`src/rtl/apb_rr_master.sv`:
```
// apb_rr_master: two requester ports sharing one APB bus.
// A fair two-way round-robin arbiter feeds a three-state APB sequencer
// (IDLE / SETUP / ACCESS, no wait states). Each accepted command produces
// exactly one single-cycle response on the port that issued it.
//
// Handshake: a command moves from requester to master in the cycle where
// reqN_valid && reqN_ready are both high at the rising edge of pclk. The
// requester must hold valid/write/addr/wdata stable until that happens;
// reqN_ready is combinational and only ever high in IDLE or ACCESS while
// preset is low. Responses have no backpressure: rspN_valid is a one-cycle
// strobe that the requester must consume when it appears.
module apb_rr_master #(
  parameter int ADDR_W = 32,
  parameter int DATA_W = 32
) (
  input  logic              pclk,
  input  logic              preset,
  // requester port 0
  input  logic              req0_valid,
  output logic              req0_ready,
  input  logic              req0_write,
  input  logic [ADDR_W-1:0] req0_addr,
  input  logic [DATA_W-1:0] req0_wdata,
  output logic              rsp0_valid,
  output logic [DATA_W-1:0] rsp0_rdata,
  // requester port 1
  input  logic              req1_valid,
  output logic              req1_ready,
  input  logic              req1_write,
  input  logic [ADDR_W-1:0] req1_addr,
  input  logic [DATA_W-1:0] req1_wdata,
  output logic              rsp1_valid,
  output logic [DATA_W-1:0] rsp1_rdata,
  // APB master side
  output logic [ADDR_W-1:0] paddr,
  output logic [DATA_W-1:0] pwdata,
  output logic              pwrite,
  output logic              psel,
  output logic              penable,
  input  logic [DATA_W-1:0] prdata,
  // current sequencer state, for observation only
  output logic [1:0]        fsm_state
);

  typedef enum logic [1:0] {
    ST_IDLE   = 2'd0,
    ST_SETUP  = 2'd1,
    ST_ACCESS = 2'd2
  } state_t;

  state_t state;
  state_t state_nxt;

  // last_grant = id of the port granted most recently; resets to 1 so
  // port 0 wins the first contention after reset.
  logic last_grant;
  // id of the port owning the transfer currently on the bus
  logic cur_port;

  logic arb_win;
  logic grant0;
  logic grant1;
  logic grant_any;
  logic finishing;

  // Arbitration: a new command may only be taken when the bus is about to
  // be free for a SETUP phase, i.e. in IDLE or in the last (ACCESS) cycle.
  always_comb begin
    arb_win   = !preset && (state == ST_IDLE || state == ST_ACCESS);
    grant0    = arb_win && req0_valid && (!req1_valid || last_grant);
    grant1    = arb_win && req1_valid && (!req0_valid || !last_grant);
    grant_any = grant0 || grant1;
  end

  assign req0_ready = grant0;
  assign req1_ready = grant1;
  assign fsm_state  = state;

  // A transfer completes at the edge that ends its ACCESS cycle.
  assign finishing = (state == ST_ACCESS);

  // Sequencer state register.
  always_ff @(posedge pclk) begin
    if (preset) state <= ST_IDLE;
    else        state <= state_nxt;
  end

  // Next-state and APB phase outputs.
  always_comb begin
    state_nxt = state;
    psel      = 1'b0;
    penable   = 1'b0;
    case (state)
      ST_IDLE: begin
        if (grant_any) state_nxt = ST_SETUP;
      end
      ST_SETUP: begin
        psel      = 1'b1;
        state_nxt = ST_ACCESS;
      end
      ST_ACCESS: begin
        psel      = 1'b1;
        penable   = 1'b1;
        state_nxt = grant_any ? ST_SETUP : ST_IDLE;
      end
      default: state_nxt = ST_IDLE;
    endcase
  end

  // Capture the granted command; address/data/direction hold until the
  // next grant, even while the bus sits in IDLE.
  always_ff @(posedge pclk) begin
    if (preset) begin
      paddr      <= '0;
      pwdata     <= '0;
      pwrite     <= 1'b0;
      last_grant <= 1'b1;
      cur_port   <= 1'b0;
    end else if (grant0) begin
      paddr      <= req0_addr;
      pwdata     <= req0_wdata;
      pwrite     <= req0_write;
      last_grant <= 1'b0;
      cur_port   <= 1'b0;
    end else if (grant1) begin
      paddr      <= req1_addr;
      pwdata     <= req1_wdata;
      pwrite     <= req1_write;
      last_grant <= 1'b1;
      cur_port   <= 1'b1;
    end
  end

  // Response strobes: one cycle on the owning port; read data only for
  // reads, zero otherwise. pwrite still describes the finishing transfer
  // here because a new grant only overwrites it at this same edge.
  always_ff @(posedge pclk) begin
    if (preset) begin
      rsp0_valid <= 1'b0;
      rsp1_valid <= 1'b0;
      rsp0_rdata <= '0;
      rsp1_rdata <= '0;
    end else begin
      rsp0_valid <= finishing && !cur_port;
      rsp1_valid <= finishing &&  cur_port;
      rsp0_rdata <= (finishing && !cur_port && !pwrite) ? prdata : '0;
      rsp1_rdata <= (finishing &&  cur_port && !pwrite) ? prdata : '0;
    end
  end

endmodule

```
`config.mk`:
```
export PLATFORM = sky130hd
export DESIGN_NAME = apb_rr_master
export DESIGN_NICKNAME = d
export VERILOG_FILES = /design/src/rtl/apb_rr_master.sv
export SDC_FILE = /design/constraint.sdc
export NUM_CORES = 1
export LEC_CHECK = 0
export CAP_MARGIN = 25
export CORE_AREA = 2 2 118 120
export CTS_CLUSTER_DIAMETER = 80
export DETAILED_ROUTE_END_ITERATION = 8
export DIE_AREA = 0 0 120 122
export HOLD_SLACK_MARGIN = 0.15
export PLACE_DENSITY = 0.83
export SYNTH_ARGS = -nofsm -noshare
export SYNTH_HDL_FRONTEND = slang
export SYNTH_SLANG_ARGS = --single-unit
```
`constraint.sdc`:
```
create_clock -name pclk -period 3.3 [get_ports pclk]
set_input_delay 0.495 -clock pclk [delete_from_list [all_inputs] [get_ports pclk]]
set_output_delay 0.495 -clock pclk [all_outputs]
set_load 0.02 [all_outputs]
```
After elaboration in Yosys (flattened, before gate mapping)
Index checks and enable logic that the tools add are counted.

storage, ports and cells
  register bits after elaboration = 135
  output and inout bits = 137
  logic and storage cells = 53

cells by class
  equal/unequal tests = 3
  mux-type cells = 13
  bitwise logic cells = 2
  reduce and logical (&&, ||, !) cells = 25

operator list
  kind                                            number
  two-way mux 32 bit                              4
  logical AND 1 bit                               9
  OR reduction 2 bit                              4
  two-way mux 1 bit                               7
  zero test 1 bit                                 6
  case mux 2 bit (3 select lines)                 1
  logical OR 1 bit                                4
  == test 2 x 1 -> 1 bit (second input constant)  1
  == test 2 bit (second input constant)           1
  zero test 2 bit                                 1
  two-way mux 2 bit                               1
  != test 2 bit (second input constant)           1
  inverter 1 bit                                  2
  nonzero test 2 bit                              1

Logic depth before layout (Yosys ltp)
Gate-level depths: netlist of run 1.

  depth in word-level cells = 8
  gate-level depth with buffers = 7
  gate-level depth less buffers = 5

Least setup slack after synthesis of run 1
No wires, ideal clock.

  path type = flip-flop to output port
  from = register state[0] (netlist: fsm_state[0])
  to = output port req1_ready
  arrival = 1.826 ns
  data required time = 2.805 ns
  setup slack = 0.979 ns
  cell stages (with the launch flop) = 8
  path buffers = 2
  cell sequence = dfxtp_1 > inv_1 > ha_1 > or2_2 > nand4b_1 > buf_4 > buf_2 > inv_1

between the ends
  cells in the longest elaborated chain, start to end = 5
  elaborated cells on any way between the ends = 6
  those cells by class = eq/ne: 1; reduce/logical: 5

RTL lines
  what                                              line  text
  start, declared                                   51    state_t state;
  start signal, assigned                            85    else state <= state_nxt;
  == test 2 bit or zero test 2 bit (tied branches)  69    arb_win = !preset && (state == ST_IDLE || state == ST_ACCESS);
  logical OR 1 bit (*)                              69
  logical AND 1 bit (*)                             69
  logical AND 1 bit (*) (2 in a row)                71    grant1 = arb_win && req1_valid && (!req0_valid || !last_grant);
  end, declared                                     28    output logic req1_ready,

Mark *: on every way between the ends. The rest lies on a longest branch, timed or not.

Worst setup path after layout of run 1
  from = register state[0] (netlist: fsm_state[0])
  to = output port req0_ready

between the ends
  cells in the longest elaborated chain, start to end = 5
  elaborated cells on any way between the ends = 6
  those cells by class = eq/ne: 1; reduce/logical: 5

RTL lines
  what                                              line  text
  == test 2 bit or zero test 2 bit (tied branches)  69
  logical OR 1 bit (*)                              69
  logical AND 1 bit (*)                             69
  logical AND 1 bit (*) (2 in a row)                70    grant0 = arb_win && req0_valid && (!req1_valid || last_grant);
  end, declared                                     20    output logic req0_ready,

Marks and branches as above.

==> flow_summary.toml, run 1 <==
[worst_setup_path]
worstPathArrival_ns = 2.39
r2r_start = "fsm_state[0]"
cp-start-kind = "register"
critPathKind = "reg -> out"
crit_fanout = 7
worstReg2RegEnd = "pwdata[17]"
worstPathRequired_ns = 2.80
rrSetupSlack_ns = 0.97
endpoint_kind = "output port"
r2r_cells = 6

[drt]
postRouteAntennaNets = 0
dr.first_iter.drc_count = 278
via_count = 4616
dr.pass1.iters = 5
drt_wl_total_mm = 15.9
drcViolationCount = 0
wire_per_inst_um = 16.9
routed_via_density = 4.89

[power]
p_leak_nw = 3.53
ir_drop_mv = 0.284
p_total_mw = 4.66
powerDensity_mw_per_mm2 = 548

[timing]
hold_violations = 0
relSlewSlack_pct = 50.0
timing.fmax_ghz = 0.346
post-route-period-util_pct = 87.5
min_period_ns = 2.89
worst_pin_slew_ns = 0.751
setup_viol = 0
slew_violations = 0
final.setup.tns_ns = 0
clock_skew_ns = 0.00661
rsz0062_at_grt = "false"

[placement]
gp_congestion = 0.776
place_hpwl_mm = 11.5
io_buffer_count = 302

[grt]
grt_pass1_vias = 4703
top_usage_layer = "met2"
grt_pass1_wl_mm = 23.9
grt-ovfl-total = 0
grtUsageMet2_pct = 36.6
gr-usage-all-layers_pct = 21.0
antenna_found_initial = 0
met3_usage_pct = 7.21
grt_max_degree = 66
met1_usage_pct = 23.0

[clock_network]
clk_pin_slew_ns = 0.06
clockBufferDepth = 2
clock_sinks = 135
cts-resized-gates = 0
postCtsSetupBuffers = 0
numCtsBuffers = 17
cts-root-buf = "clkbuf_16"
clock_latency_ns = 0.41
cts_hold_buf = 0
htreeDepth = 4
cts_tree = "built"

[logic_synthesis]
ys_ff_latch = 135
async_reset_ff_share_pct = 0
synthDistinctLibCells = 27
yosysTopAreaCell = "dfxtp_1"
yosysMostFrequentCell = "dfxtp_1"
seq_area_frac_synth_pct = 56.1
ys_top_cells_by_count = "135 x dfxtp_1, 70 x inv_1, 66 x a21oi_1, 64 x and3_1, 39 x o221a_1"
mappedNetlistNets = 634
synth_enable_flop_cells = 0
synthTopCellsByArea = "dfxtp_1 56%, o221a_1 9.1%, and3_1 8.3%"
yosys.area.top_type_share_pct = 56.1
synth_area_sq_mm = 0.00481
synthCells = 464
avgSynthCellArea_sq_um = 10.4
ys_warn_count = 0
ys.flop_type = "dfxtp_1"

[hold_path]
worstHoldPathType = "reg -> reg"
hold_depth = 2
hold_path.startpoint = "fsm_state[0]"
holdPathEnd = "fsm_state[0]"

[layout]
nets = 921
num_antenna_cells = 0
fill_cells = 1039
layout-drive-gt1-share_pct = 9.42
area_growth_pct = 76.6

[floorplan]
core-area_sq_mm = 0.0135
rows = 43
boundaryPins = 303
die_h_um = 122
initial_core_util_pct = 35.6
chipWidth_um = 120
fp.dieArea_sq_mm = 0.0146

[run]
cap_violations = 0

[outcome]
outcome = "complete, no violations"
==> state kept, by name, summed over array words and instances, names as in the netlist <==
signal and flops:
paddr 32, pwdata 32, rsp0_rdata 32, rsp1_rdata 32, fsm_state 2, cur_port 1
last_grant 1, pwrite 1, rsp0_valid 1, rsp1_valid 1
==> final cells by class <==
type / instances / area (sq um) / area share (%)
tap: 180 / 225 / 2.65
clock buffer: 17 / 425 / 5.01
timing repair buffer: 310 / 3090 / 36.4
inverter: 70 / 263 / 3.09
clock inverter: 15 / 133 / 1.56
sequential: 135 / 2700 / 31.8
multi-input combinational: 217 / 1660 / 19.5
==> cells in the final DEF, fill, tap and decap left out <==
cell type        count
and3b_1              1
o221a_1             39
a32oi_1              1
a221o_1              1
buf_4                7
buf_2                1
and3_1              64
nand3_1              1
nor2b_1              1
o221ai_1             1
o221a_2             26
clkdlybuf4s50_1    301
or2_2                1
mux2i_1              1
nand4b_1             1
inv_6                5
nor3b_2              1
clkinvlp_4           2
a21oi_1             66
ha_1                 4
inv_1               70
clkinv_4             4
nand2_1              1
nor3b_1              1
clkbuf_16           17
inv_8                3
or3_4                1
clkinv_2             1
o21ai_2              1
o22ai_4              1
dfxtp_1            135
nor2_1               3
buf_12               1
==> where the power goes <==
part	total (mW)	leakage [nW]	switching, mW	internal [mW]
registers	1.84	1.11	0.0727	1.76
clock network	1.76	0.271	0.775	0.989
logic	1.06	2.15	0.497	0.564
==> how the worst max path moves through the flow <==
stage / startpoint / slack, ns / to / depth (start not counted)
final: fsm_state[0] / 0.41 / req0_ready / 6
after global routing: fsm_state[0] / 0.28 / req0_ready / 6
after CTS: fsm_state[0] / 0.38 / req0_ready / 6
after detailed placement: req0_valid / 0.49 / req0_ready / 5
after global placement: req0_valid / 0.50 / req0_ready / 5
after floorplan: fsm_state[0] / 0.98 / req1_ready / 7
==> layer usage <==
| layer | up-vias | share of wire [%] |
|---|---|---|
| met2 | 237 | 50 |
| met3 | 37 | 8.1 |
| met4 | 0 | 2.7 |
| met5 | - | 0 |
| li1 | 2223 | - |
| met1 | 2119 | 39 |
==> kinds of logic after synthesis <==
family	after synthesis	synth area share (%)
AO/OA/AOI/OAI	136	23.0
multiplexers	1	0.208
AND/OR/NAND/NOR	76	9.90
adder cells (fa/ha/maj)	4	1.04
buffers and inverters	112	9.75
flip-flops	135	56.1
==> through the flow <==
step	setup WS (ns)	area (sq um)	cells	utilization, %	hold slack (ns)
after floorplan	0.979	4810	464	-	0.469
after global placement	0.502	7940	912	58.8	0.503
after detailed placement	0.490	7940	912	58.8	0.526
after CTS	0.385	8500	944	62.9	0.536
after global routing	0.276	8500	944	62.9	0.570
final	0.411	8500	944	62.9	0.532
==> critical path: stages (launching register included) <==
cell and delay [ns]:
dfxtp_1 0.35, inv_1 0.10, ha_1 0.36, o21ai_2 0.11, or3_4 0.39, inv_1 0.07
clkdlybuf4s50_1 0.61
Power figures use the tool's default switching activity.
==> run 2: changes to the inputs <==
MAX_ROUTING_LAYER = met4   (was default)
==> run 2 against run 1 <==
Clock power hardly changed. Sequential power about the same. Register-to-register slack is essentially flat. Non-clock buffer count is the same. Cell count unchanged. Highest routed layer unchanged.
==> flow_summary.toml, run 2 (synthesis results as in run 1) <==
[outcome]
outcome = "complete, no violations"

[grt]
grt_max_degree = 66
antenna_found_initial = 0
grtUsageMet2_pct = 36.7
grt-ovfl-total = 0
met3_usage_pct = 6.32
met1_usage_pct = 23.5
gr-usage-all-layers_pct = 21.7
grt_pass1_vias = 4721
top_usage_layer = "met2"
grt_pass1_wl_mm = 23.9

[layout]
nets = 921
stdcell_count = 944
final_common_cell = "clkdlybuf4s50_1"
area_growth_pct = 76.6
fin_area_sq_mm = 0.00850
layout-drive-gt1-share_pct = 9.42
num_antenna_cells = 0
final_cell_mix = "301 x clkdlybuf4s50_1, 135 x dfxtp_1, 70 x inv_1, 66 x a21oi_1, 64 x and3_1"
finish.utilization_pct = 62.9
fill_cells = 1039

[power]
p_leak_nw = 3.53
ir_drop_mv = 0.284
powerDensity_mw_per_mm2 = 549
p_total_mw = 4.66

[clock_network]
cts-root-buf = "clkbuf_16"
clk_pin_slew_ns = 0.06
cts_tree = "built"
numCtsBuffers = 17
clockBufferDepth = 2
clock_latency_ns = 0.42
cts-resized-gates = 0
cts_hold_buf = 0
htreeDepth = 4
clock_sinks = 135
postCtsSetupBuffers = 0

[timing]
final.setup.tns_ns = 0
holdWs_ns = 0.533
rsz0062_at_grt = "false"
slew_violations = 0
fin_ws_ns = 0.412
min_period_ns = 2.89
timing.fmax_ghz = 0.346
clock_skew_ns = 0.00920
post-route-period-util_pct = 87.5
relSlewSlack_pct = 50.5
hold_violations = 0
worst_pin_slew_ns = 0.743
setup_viol = 0

[worst_setup_path]
r2r_cells = 6
crit_start = "fsm_state[0]"
path_common_cell = "inv_1"
crit_cells = 6
crit_fanout = 7
endpoint_kind = "output port"
rrSetupSlack_ns = 0.98
slowest_delay_ns = 0.62
worstPathRequired_ns = 2.80
critPathCapture = "req0_ready"
cp-start-kind = "register"
r2r_start = "fsm_state[0]"
cp_slowest_cell = "clkdlybuf4s50_1"
worstReg2RegEnd = "pwdata[17]"
critPathBufInv = 3
crit_chain = "inv_1 -> ha_1 -> o21ai_2 -> or3_4 -> inv_1 -> clkdlybuf4s50_1"
cp_top_family = "buffers and inverters"
worstPathArrival_ns = 2.39
critPathKind = "reg -> out"

[placement]
io_buffer_count = 302
place_inst = 912
place_hpwl_mm = 11.5
gp_congestion = 0.787
placed_area_sq_mm = 0.00794
pre_cts_ws_ns = 0.490

[hold_path]
worstHoldPathType = "reg -> reg"

[floorplan]
chipWidth_um = 120
die_h_um = 122
boundaryPins = 303
fp.dieArea_sq_mm = 0.0146
core-area_sq_mm = 0.0135
initial_core_util_pct = 35.6
rows = 43

[drt]
postRouteAntennaNets = 0
via_count = 4641
wire_per_inst_um = 16.9
drcViolationCount = 0
dr.pass1.iters = 4
dr.first_iter.drc_count = 304
drt_wl_total_mm = 15.9
routed_via_density = 4.92

[run]
cap_violations = 0
run 2: worst min-delay path, cell delays in order (launching register included):
cell	delay [ns]
dfxtp_1	0.35
nand3_1	0.08
a21oi_1	0.06
run 2: final cells by class:
cell class	instances	area [sq um]	share of cell area, %
Inverter	70	263	3.09
Tap cell	180	225	2.65
Sequential cell	135	2700	31.8
Clock buffer	17	425	5.01
Multi-Input combinational cell	217	1660	19.5
Timing Repair Buffer	310	3090	36.4
Clock inverter	15	133	1.56
run 2: worst min-delay path by stage:
stage                            start            to  slack, ns  cells after the start
after floorplan               cur_port      cur_port       0.47                      2
after detailed placement  fsm_state[0]  fsm_state[0]       0.53                      2
after CTS                 fsm_state[0]  fsm_state[0]       0.54                      2
after global placement      last_grant    last_grant       0.50                      1
final                     fsm_state[0]  fsm_state[0]       0.53                      2
after global routing        pwdata[14]    pwdata[14]       0.57                      3
run 2: routing by layer:
layer | up-vias | wire length (um)
met1 | 2136 | 6330
li1 | 2225 | -
met2 | 252 | 8090
met4 | 0 | 324
met5 | - | 0
met3 | 28 | 1180
run 2: report_power, final:
part           switching, mW  internal [mW]
logic                  0.497          0.564
clock network          0.777          0.989
registers             0.0728           1.76
==> run 3: changes to the inputs <==
HOLD_SLACK_MARGIN = default   (was 0.15)
==> results of run 3 <==
The final DEF is identical to that of run 2; final timing and power are the same.
